`src/rtl/timer_core_if.sv`:
```
`default_nettype none
// ============================================================================
// Module   : timer_core_if
// Brief    : Configuration / control / status bundle for timer_core.
//            The master drives config and control; the slave (the timer)
//            returns count and status.
// Revision : 1.0  initial release
// ============================================================================
interface timer_core_if #(
    parameter int WIDTH = 16,
    parameter int PSC_W = 8
);
    logic             cfg_wr;
    logic [WIDTH-1:0] cfg_reload;
    logic [PSC_W-1:0] cfg_psc;
    logic             cfg_oneshot;
    logic             start;
    logic             stop;
    logic             irq_clr;
    logic [WIDTH-1:0] count;
    logic             running;
    logic             expire;
    logic             irq_flag;

    modport master (
        output cfg_wr, cfg_reload, cfg_psc, cfg_oneshot, start, stop, irq_clr,
        input  count, running, expire, irq_flag
    );

    modport slave (
        input  cfg_wr, cfg_reload, cfg_psc, cfg_oneshot, start, stop, irq_clr,
        output count, running, expire, irq_flag
    );
endinterface
`default_nettype wire

```
`src/rtl/timer_core.sv`:
```
`default_nettype none
// ============================================================================
// Module   : timer_core
// Brief    : Prescaled down-counting timer with periodic / one-shot modes,
//            a one-cycle expiry pulse and a sticky interrupt flag.
// Revision : 1.0  initial release
// ============================================================================
module timer_core #(
    parameter int WIDTH = 16,
    parameter int PSC_W = 8
) (
    input  wire logic   clk,
    input  wire logic   rst,
    timer_core_if.slave bus
);

    localparam logic [1:0] c_ST_IDLE = 2'd0;
    localparam logic [1:0] c_ST_RUN  = 2'd1;
    localparam logic [1:0] c_ST_DONE = 2'd2;

    localparam logic [WIDTH-1:0] c_CNT_ONE = {{(WIDTH-1){1'b0}}, 1'b1};
    localparam logic [PSC_W-1:0] c_PSC_ONE = {{(PSC_W-1){1'b0}}, 1'b1};

    logic [1:0]       r_state;
    logic [1:0]       w_state_nxt;

    logic [WIDTH-1:0] r_reload;
    logic [PSC_W-1:0] r_psc;
    logic             r_mode;

    logic [WIDTH-1:0] r_count;
    logic [WIDTH-1:0] w_count_nxt;
    logic [PSC_W-1:0] r_psc_cnt;
    logic [PSC_W-1:0] w_psc_cnt_nxt;
    logic [PSC_W-1:0] r_psc_act;
    logic [PSC_W-1:0] w_psc_act_nxt;
    logic             r_running;
    logic             r_expire;
    logic             w_expire_nxt;
    logic             r_irq;
    logic             w_tick;

    // Prescaler terminal count; the prescale value in use is the one latched at start.
    assign w_tick = (r_state == c_ST_RUN) && (r_psc_cnt == r_psc_act);

    // State register.
    always_ff @(posedge clk) begin
        if (rst) begin
            r_state <= c_ST_IDLE;
        end else begin
            r_state <= w_state_nxt;
        end
    end

    // Next state and datapath next values. Stop beats start; start beats counting.
    always_comb begin
        w_state_nxt   = r_state;
        w_count_nxt   = r_count;
        w_psc_cnt_nxt = r_psc_cnt;
        w_psc_act_nxt = r_psc_act;
        w_expire_nxt  = 1'b0;
        if (bus.stop) begin
            if (r_state == c_ST_RUN) begin
                w_state_nxt = c_ST_IDLE;
            end
        end else if (bus.start) begin
            w_state_nxt   = c_ST_RUN;
            w_count_nxt   = r_reload;
            w_psc_cnt_nxt = '0;
            w_psc_act_nxt = r_psc;
        end else if (r_state == c_ST_RUN) begin
            if (w_tick) begin
                w_psc_cnt_nxt = '0;
                if (r_count != '0) begin
                    w_count_nxt = r_count - c_CNT_ONE;
                end else begin
                    w_expire_nxt = 1'b1;
                    if (r_mode) begin
                        w_state_nxt = c_ST_DONE;
                    end else begin
                        w_count_nxt = r_reload;
                    end
                end
            end else begin
                w_psc_cnt_nxt = r_psc_cnt + c_PSC_ONE;
            end
        end
    end

    // Config registers; a write during RUN is only seen at the next start or reload.
    always_ff @(posedge clk) begin
        if (rst) begin
            r_reload <= '0;
            r_psc    <= '0;
            r_mode   <= 1'b0;
        end else if (bus.cfg_wr) begin
            r_reload <= bus.cfg_reload;
            r_psc    <= bus.cfg_psc;
            r_mode   <= bus.cfg_oneshot;
        end
    end

    // Counter, prescaler and registered status outputs; a new expiry outranks irq_clr.
    always_ff @(posedge clk) begin
        if (rst) begin
            r_count   <= '0;
            r_psc_cnt <= '0;
            r_psc_act <= '0;
            r_running <= 1'b0;
            r_expire  <= 1'b0;
            r_irq     <= 1'b0;
        end else begin
            r_count   <= w_count_nxt;
            r_psc_cnt <= w_psc_cnt_nxt;
            r_psc_act <= w_psc_act_nxt;
            r_running <= (w_state_nxt == c_ST_RUN);
            r_expire  <= w_expire_nxt;
            r_irq     <= w_expire_nxt | (r_irq & ~bus.irq_clr);
        end
    end

    assign bus.count    = r_count;
    assign bus.running  = r_running;
    assign bus.expire   = r_expire;
    assign bus.irq_flag = r_irq;

endmodule
`default_nettype wire
```
`src/flat_wrapper.sv`:
```
// flat-port wrapper written by rule: the top's interface ports become plain ports
module timer_core_flat 
#(
    parameter int WIDTH = 16,
    parameter int PSC_W = 8
)
  (clk, rst, bus_cfg_wr, bus_cfg_reload, bus_cfg_psc, bus_cfg_oneshot, bus_start, bus_stop, bus_irq_clr, bus_count, bus_running, bus_expire, bus_irq_flag);
  timer_core_if #(.WIDTH(WIDTH), .PSC_W(PSC_W)) bus_i ();
  input  wire logic clk;
  input  wire logic rst;
  input wire logic [$bits(bus_i.cfg_wr)-1:0] bus_cfg_wr;
  input wire logic [$bits(bus_i.cfg_reload)-1:0] bus_cfg_reload;
  input wire logic [$bits(bus_i.cfg_psc)-1:0] bus_cfg_psc;
  input wire logic [$bits(bus_i.cfg_oneshot)-1:0] bus_cfg_oneshot;
  input wire logic [$bits(bus_i.start)-1:0] bus_start;
  input wire logic [$bits(bus_i.stop)-1:0] bus_stop;
  input wire logic [$bits(bus_i.irq_clr)-1:0] bus_irq_clr;
  output wire logic [$bits(bus_i.count)-1:0] bus_count;
  output wire logic [$bits(bus_i.running)-1:0] bus_running;
  output wire logic [$bits(bus_i.expire)-1:0] bus_expire;
  output wire logic [$bits(bus_i.irq_flag)-1:0] bus_irq_flag;
  assign bus_i.cfg_wr = bus_cfg_wr;
  assign bus_i.cfg_reload = bus_cfg_reload;
  assign bus_i.cfg_psc = bus_cfg_psc;
  assign bus_i.cfg_oneshot = bus_cfg_oneshot;
  assign bus_i.start = bus_start;
  assign bus_i.stop = bus_stop;
  assign bus_i.irq_clr = bus_irq_clr;
  assign bus_count = bus_i.count;
  assign bus_running = bus_i.running;
  assign bus_expire = bus_i.expire;
  assign bus_irq_flag = bus_i.irq_flag;
  timer_core #(.WIDTH(WIDTH), .PSC_W(PSC_W)) u_core (.clk(clk), .rst(rst), .bus(bus_i));
endmodule
```
`config.mk`:
```
export PLATFORM = sky130hd
export DESIGN_NAME = timer_core_flat
export DESIGN_NICKNAME = d
export VERILOG_FILES = /design/src/rtl/timer_core_if.sv /design/src/rtl/timer_core.sv /design/src/flat_wrapper.sv
export SDC_FILE = /design/constraint.sdc
export NUM_CORES = 1
export LEC_CHECK = 0
export BUFFER_PORTS_ARGS = -buffer_cell sky130_fd_sc_hd__buf_2
export CAP_MARGIN = 25
export CORE_MARGIN = 2
export CORE_UTILIZATION = 60
export CTS_CLUSTER_SIZE = 30
export DETAILED_ROUTE_END_ITERATION = 8
export GPL_TIMING_DRIVEN = 0
export PLACE_DENSITY_LB_ADDON = 0.12
export SLEW_MARGIN = 20
export SYNTH_ARGS = -nofsm -noshare
export SYNTH_HDL_FRONTEND = slang
export SYNTH_SLANG_ARGS = --single-unit
```
`constraint.sdc`:
```
create_clock -name clk -period 3.5 [get_ports clk]
set_input_delay 0.175 -clock clk [delete_from_list [all_inputs] [get_ports clk]]
set_output_delay 0.175 -clock clk [all_outputs]
set_load 0.05 [all_outputs]
```
After elaboration in Yosys (flattened, before gate mapping). Cells that the tools add are included. Widths: inputs -> output; s select.

Memories kept: 0. Memory bits (read-only): 0. Bits in registers: 62. Output and inout bits: 19. Bits in writable memories: 0. Input bits: 31. Bits in latches: 0. Logic and storage cells: 47.

Div/mod/pow operators: 0. Bitwise logic cells: 4. Order comparisons: 0. $add $sub $neg: 2. Mux-type cells: 20. Eq/ne operators: 4. Reduce and logical (&&, ||, !) cells: 7. Shifts and indexed selects: 0. Multiply operators: 0.

Operators with widths (number): $mux 16 (5); $mux 8 (3); $reduce_bool 16->1 (1); $sub 16x1->16 const B (1); $mux 2 (7); $add 8x1->8 const B (1); $eq 8x8->1 (1); $mux 1 (5); $eq 2x1->1 const B (2); $reduce_and 2->1 (2); $reduce_and 4->1 (1); $reduce_bool 2->1 (2); $ne 3x3->1 const B (1); $not 1->1 (2); $and 1x1->1 (1); $logic_and 1x1->1 (1); $or 1x1->1 (1).

Logic depth before layout (Yosys ltp). Gate-level depths: netlist (run 1).

Word-level depth: 7. Gate-level depth with buffers: 9. Mapped depth without buffers: 7.

Least setup slack after synthesis (run 1). Ideal clock, no wire load.

Kind: reg-to-reg. Start point: register u_core.r_count[0] (netlist: u_core.bus.count[0]). End point: register u_core.r_count[1] (netlist: u_core.bus.count[1]). Library setup time: 67 ps. Buffers on the path: 1. Arrival: 2244 ps. Cell stages (with the launch flop): 8. Clock period less this slack: 2311 ps. Slack: 1189 ps. Data required time: 3433 ps. Path through: dfxtp_1 > inv_1 > ha_1 > or3b_2 > o41a_1 > buf_6 > a211o_1 > a21oi_2.

Longest elaborated chain between the ends: 5. Elaborated cells between the ends (all ways): 8. Classes of those cells: add/sub: 1; eq/ne: 1; mux: 4; reduce/logical: 2.

Ends and longest elaborated chain: start: declaration (line timer_core.sv:31) `logic [WIDTH-1:0] r_count;`; start signal: assignment (line timer_core.sv:113) `r_count <= w_count_nxt;`; $sub 16x1->16 or $reduce_bool 16->1 (tied branches) (line timer_core.sv:75, timer_core.sv:74); $mux 16 (line timer_core.sv:74) `if (r_count != '0) begin`; $mux 16 (line timer_core.sv:72) `if (w_tick) begin`; $mux 16 (line timer_core.sv:71) `end else if (r_state == c_ST_RUN) begin`; $mux 16 (line timer_core.sv:66) `end else if (bus.start) begin`.

Parallel ways exist; a longest one is shown, timed or not. The select of a mux whose other input is x is not followed. A chain may end at the register's enable or synchronous reset.

Final worst setup path (run 1).
Start point: register u_core.r_count[0] (netlist: u_core.bus.count[0]). End point: register u_core.r_count[4] (netlist: u_core.bus.count[4]).

The elaborated chain is that of the path after synthesis.

==> run summary, run 1 <==
Final Non-Filler Cells - 479
Avg WL per Cell - 14.7 µm
Part of the power in combinational logic - 0.306
Final setup TNS - 0 ns
1st-pass router iterations - 5
Worst Hold Depth - 3
Worst slew pin tran - 0.706 ns
Static leakage - 1.49 nW
Post-Syn Area - 2930 µm²
Area occupied by multi-input gates - 1570 µm²
First-pass GRT wire length - 11.3 mm
WL final - 7.06 mm
Fmax - 0.413 GHz
CP Data Required Time - 3.71 ns
Internal - 0.00135 W
Die W - 73.9 µm
Worst-path maximum fanout - 10
Layout Nets - 441
Mapped Cells - 350
# IOs - 50
Post-layout util - 0.730
DRC - 0
Reg clk slew, reported paths - 0.07 ns
Clock Sinks - 62
Skew-Pair Late Insertion Delay - 0.34 ns
Vias per Instance - 5.67
RSZ-0062 raised after global routing - no
Syn avg cell area - 8.37 µm²
Max cap viols - 0
Slew Limit Fails - 0
Share of layout cells above drive strength 1 - 0.180
Antenna viol nets, final - 0
Die height - 73.9 µm
Post-synth EDFFs - 0
Number of gates resized after CTS - 0
Sequential share of the synthesized area - 0.424
Gr usage total - 0.273
Yosys warnings - 0
Synth area leaders - dfxtp_1, mux2i_1, nor2_1
Hold buffer count at cts - 0
Hold Path Class - in2reg
Largest net degree at the start of global routing - 12
Final setup vio count - 0
Buffers on Ports - 46
CTS tree - done
# placed instances - 463
Row count - 25
Gpl congestion - 0.876
Clock skew - 0.00722 ns
Endpoint class of the critical path - flip-flop
Yosys top cell area share - 0.424
Synth top cells by count - dfxtp_1, nor2_1, nand2_1, a21oi_1, mux2i_1
Overflow after GRT - 0
Die footprint - 5450 µm²
Initial Utilization - 0.620
Total CTS buffers - 9
Flop pwr share - 0.383
Asr flop ratio synth - 0
Filler Cell Count - 373
Core Region - 4720 µm²
Post-synth top flop - dfxtp_1
Synth area leader - dfxtp_1
# Post-CTS Setup Buffers - 0
Post-Syn Nets - 384
Vias in the first global route - 2,431
Count leader, synth - dfxtp_1
Routed vias - 2,716
CTS Buffer Depth - 2
Starting DRT DRC Count - 286
Register-to-Register Path Depth - 9
Final hold vios - 0
Crit path kind - reg2reg
Power Density - 609 nW/µm²
IR drop worst, VDD - 0.000351 V
H-tree depth - 3
Sw Share - 0.356
Root Buffer - clkbuf_8
Fin crit share - 0.692
Minimum clock period after layout - 2.42 ns
Arr. time, crit path - 2.63 ns
Antenna violations before repair - 0
Register area - 1240 µm²
Outcome - finished clean
Clk pwr share - 0.312
Cell variety after synth - 43
Synthesized flop and latch total - 62
Rel. slew slack - 0.528
P_sw - 0.000748 W
ANT cells - 0
Critical Path Source Type - flip-flop
Final HPWL DP - 5.08 mm
Synth-to-layout area growth - 17.8%
## worst max-delay path: stages (launching register included)
cell and delay (ns):
dfxtp_1 0.37, inv_1 0.11, ha_1 0.18, or3b_2 0.50, o41ai_2 0.25, buf_2 0.31, buf_4 0.22, nor2_1 0.07
o21ai_0 0.19, a21oi_1 0.09
## through the flow
step                      setup slack, ns  hold WS, ns  power [W]  cell area, µm²
after floorplan                      1.19        0.322    0.00130            2930
after global placement               1.15        0.408    0.00144            3240
after detailed placement             1.15        0.417    0.00145            3240
after CTS                            1.11       0.0624    0.00209            3450
after global routing                0.888       0.0724    0.00220            3450
final                                1.08       0.0623    0.00210            3450
## final cells by class
cell class,count,share of cell area
plain buffers,17,0.0243
clock inverters,5,0.0163
well taps,67,0.0243
flip-flops and latches,62,0.360
inverters,8,0.00871
multi-input cells,263,0.456
repair buffers,46,0.0667
clock buffers,11,0.0439
## routing by layer
metal	track usage	wire length, µm	part of all wire
met5	0	0	0
met4	0.133	133	0.019
met3	0.0508	448	0.063
met2	0.405	3110	0.44
met1	0.379	3370	0.48
## cell usage in the layout (no fill, tap or decap), types with 2 or more instances in the layout
| master | n |
|---|---|
| or4_1 | 2 |
| xnor2_1 | 5 |
| a31oi_1 | 2 |
| clkbuf_1 | 13 |
| a21o_1 | 14 |
| nand2_1 | 43 |
| dfxtp_1 | 62 |
| nor2_1 | 51 |
| a41oi_1 | 2 |
| nor4_1 | 9 |
| o21ai_0 | 11 |
| nand4b_1 | 2 |
| or3_1 | 2 |
| a21oi_1 | 32 |
| xor2_1 | 10 |
| clkbuf_8 | 11 |
| nand2b_1 | 2 |
| mux2i_1 | 26 |
| o21ai_1 | 5 |
| nor3_1 | 9 |
| ha_1 | 3 |
| buf_6 | 2 |
| clkinv_2 | 2 |
| buf_2 | 47 |
| or4_4 | 2 |
| inv_1 | 8 |
| nand4_1 | 3 |
| nand3_1 | 11 |
| or3b_2 | 2 |
## path summary, 6_finish.rpt
path	startpoint	to	slack, ns
setup reg to reg	u_core.bus.count[0]	u_core.bus.count[4]	1.08
hold / removal	bus_cfg_reload[2]	u_core.r_reload[2]	0.06
setup / recovery	u_core.bus.count[0]	u_core.bus.count[4]	1.08
hold reg to reg	u_core.r_psc[4]	u_core.r_psc_act[4]	0.47
## sequential cells by signal, indices dropped and copies added (netlist names)
register / count
u_core.bus.irq_flag: 1
u_core.r_psc_act: 8
u_core.r_mode: 1
u_core.r_psc_cnt: 8
u_core.r_psc: 8
u_core.r_reload: 16
u_core.bus.expire: 1
u_core.bus.running: 1
u_core.bus.count: 16
u_core.r_state: 2
## power groups by stage
stage / Clock (W) / Combinational (W) / Sequential, W
after floorplan: 0 / 0.000414 / 0.000890
after global placement: 0 / 0.000622 / 0.000815
after detailed placement: 0 / 0.000629 / 0.000817
after CTS: 0.000656 / 0.000634 / 0.000802
after global routing: 0.000691 / 0.000698 / 0.000809
final: 0.000654 / 0.000642 / 0.000804
## cell families (layout without fill, tap and decap cells)
group	count (synthesis)	count (layout)	synth area share
and+or+nand+nor	144	144	0.231
AOI/OAI and AO/OA	74	74	0.156
DFF	62	62	0.424
muxes	27	27	0.0927
buffers and inverters	25	87	0.0389
xor gates and xnor gates	15	15	0.0449
adders and majority gates	3	3	0.0128
(Power assumes the default switching activity.)
==> run 2, diff against run 1 <==
Settings changed: CORE_UTILIZATION 60 to 56.
Clock period 3.5 ns to 2.3 ns, I/O delays scaled along.
==> run summary, run 2 (same netlist as run 1, synthesis figures left out) <==
Outcome - complete, but fails checks
Failing checks - negative hold slack
Overflow after GRT - 0 (unchanged)
WL final - 7.28 mm (+3.1%)
CTS Buffer Depth - 2 (unchanged)
Static leakage - 1.55 nW (+3.9%)
Hold buffer count at cts - 0 (unchanged)
Gr usage total - 0.253 (-0.0195)
H-tree depth - 3 (unchanged)
Gpl congestion - 0.875 (-0.13%)
Avg WL per Cell - 14.9 µm (+1.0%)
CTS tree - done
Die footprint - 5820 µm² (+6.7%)
DRC - 0 (unchanged)
Register area - 1240 µm² (+0.20%)
CP Data Required Time - 2.58 ns (-1.13 ns)
Root Buffer - clkbuf_8
IR drop worst, VDD - 0.000698 V (+99%)
Power Density - 983 nW/µm² (+62%)
Row count - 26 (+4.0%)
Clock skew - 0.00646 ns (-0.000762 ns)
Clock Sinks - 62 (unchanged)
Hold Path Class - in2reg
Endpoint class of the critical path - flip-flop
Vias per Instance - 5.51 (-2.8%)
Share of layout cells above drive strength 1 - 0.210 (+0.0304)
# IOs - 50 (unchanged)
Die W - 76.3 µm (+3.3%)
Max cap viols - 0 (unchanged)
Layout Nets - 448 (+1.6%)
Area occupied by multi-input gates - 1600 µm² (+1.7%)
Routed vias - 2,696 (-0.74%)
Starting DRT DRC Count - 192 (-33%)
Minimum clock period after layout - 2.24 ns (-0.180 ns)
Slew Limit Fails - 0 (unchanged)
Finished layout cell area - 3590 µm² (+4.0%)
1st-pass router iterations - 4 (-1)
Synth-to-layout area growth - 22.5%
Fin crit share - 0.975 (+0.283)
Filler Cell Count - 424 (+14%)
Arr. time, crit path - 2.52 ns (-0.11 ns)
Worst-path maximum fanout - 10 (unchanged)
# placed instances - 466 (+0.65%)
DP Area - 3250 µm² (+0.15%)
Final Non-Filler Cells - 489 (+2.1%)
Rel. slew slack - 0.518 (-0.00952)
Total CTS buffers - 9 (unchanged)
Antenna violations before repair - 0 (unchanged)
Most frequent cells in the layout - dfxtp_1, nor2_1, buf_2, nand2_1, a21oi_1
Skew-Pair Late Insertion Delay - 0.35 ns (about the same)
Crit path kind - reg2reg
WHS - -0.00852 ns (-0.0709 ns)
Worst slew pin tran - 0.720 ns (+0.0142 ns)
Vias in the first global route - 2,539 (+4.4%)
Final HPWL DP - 4.98 mm (-2.0%)
ANT cells - 0 (unchanged)
Fmax - 0.446 GHz (+8.0%)
Reg clk slew, reported paths - 0.08 ns (about the same)
Initial Utilization - 0.577 (-0.0429)
Antenna viol nets, final - 0 (unchanged)
Final setup vio count - 0 (unchanged)
Buffers on Ports - 46 (unchanged)
Final hold vios - 6 (+6)
Worst Hold Depth - 3 (unchanged)
Critical Path Source Type - flip-flop
Core Region - 5070 µm² (+7.4%)
Power Total - 0.00353 W (+68%)
Register-to-Register Path Depth - 5 (-4)
Die height - 76.3 µm (+3.3%)
Largest net degree at the start of global routing - 13 (+1)
Post-layout util - 0.707 (-0.0237)
Most common cell after layout, fill and taps aside - dfxtp_1
First-pass GRT wire length - 11.8 mm (+4.5%)
[run 2: through the flow]
| stage | setup WS [ns] | TNS (ns) |
|---|---|---|
| after global placement | -0.0398 | -0.171 |
| after global routing | -0.0504 | -0.131 |
| after CTS | 0.00171 | 0 |
| final | 0.0582 | 0 |
| after detailed placement | -0.0472 | -0.250 |
| after floorplan | 0.00669 | 0 |
[run 2: routing by layer]
| layer | GRT usage | vias up | wire (µm) |
|---|---|---|---|
| li1 | - | 1358 | - |
| met1 | 0.343 | 1239 | 3430 |
| met5 | 0 | - | 0 |
| met3 | 0.0498 | 13 | 452 |
| met2 | 0.388 | 86 | 3270 |
| met4 | 0.122 | 0 | 137 |
[run 2: power breakdown]
| part | switching [W] | total (W) | internal (W) |
|---|---|---|---|
| Combinational | 0.000666 | 0.00111 | 0.000447 |
| Clock | 0.000466 | 0.00119 | 0.000722 |
| Sequential | 0.0000807 | 0.00123 | 0.00114 |
[run 2: final timing paths]
| check | startpoint | endpoint | slack [ns] |
|---|---|---|---|
| setup / recovery | u_core.bus.count[7] | u_core.bus.count[1] | 0.06 |
| setup reg to reg | u_core.bus.count[7] | u_core.bus.count[1] | 0.06 |
| hold / removal | bus_cfg_psc[2] | u_core.r_psc[2] | -0.009 |
| hold reg to reg | u_core.r_psc[4] | u_core.r_psc_act[4] | 0.46 |
[run 2: timing repair]
item / in CTS / in global routing
gates resized for setup: 2 / 16
pin swaps: 0 / 2
setup buffers: 0 / 7
setup endpoints to repair: 14 / 16
[run 2: worst max-delay path, cell delays in order, from the launching register on]
cell,delay (ns)
dfxtp_1,0.38
or4_4,0.62
o41a_1,0.54
buf_6,0.19
a211o_1,0.30
a21oi_2,0.14
[run 2: cell type report]
type / count / area share
Inverter: 8 / 0.00837
Timing Repair Buffer: 53 / 0.0789
Clock buffer: 9 / 0.0345
Sequential cell: 62 / 0.347
Multi-Input combinational cell: 263 / 0.446
Clock inverter: 7 / 0.0338
Tap cell: 70 / 0.0244
Buffer: 17 / 0.0272
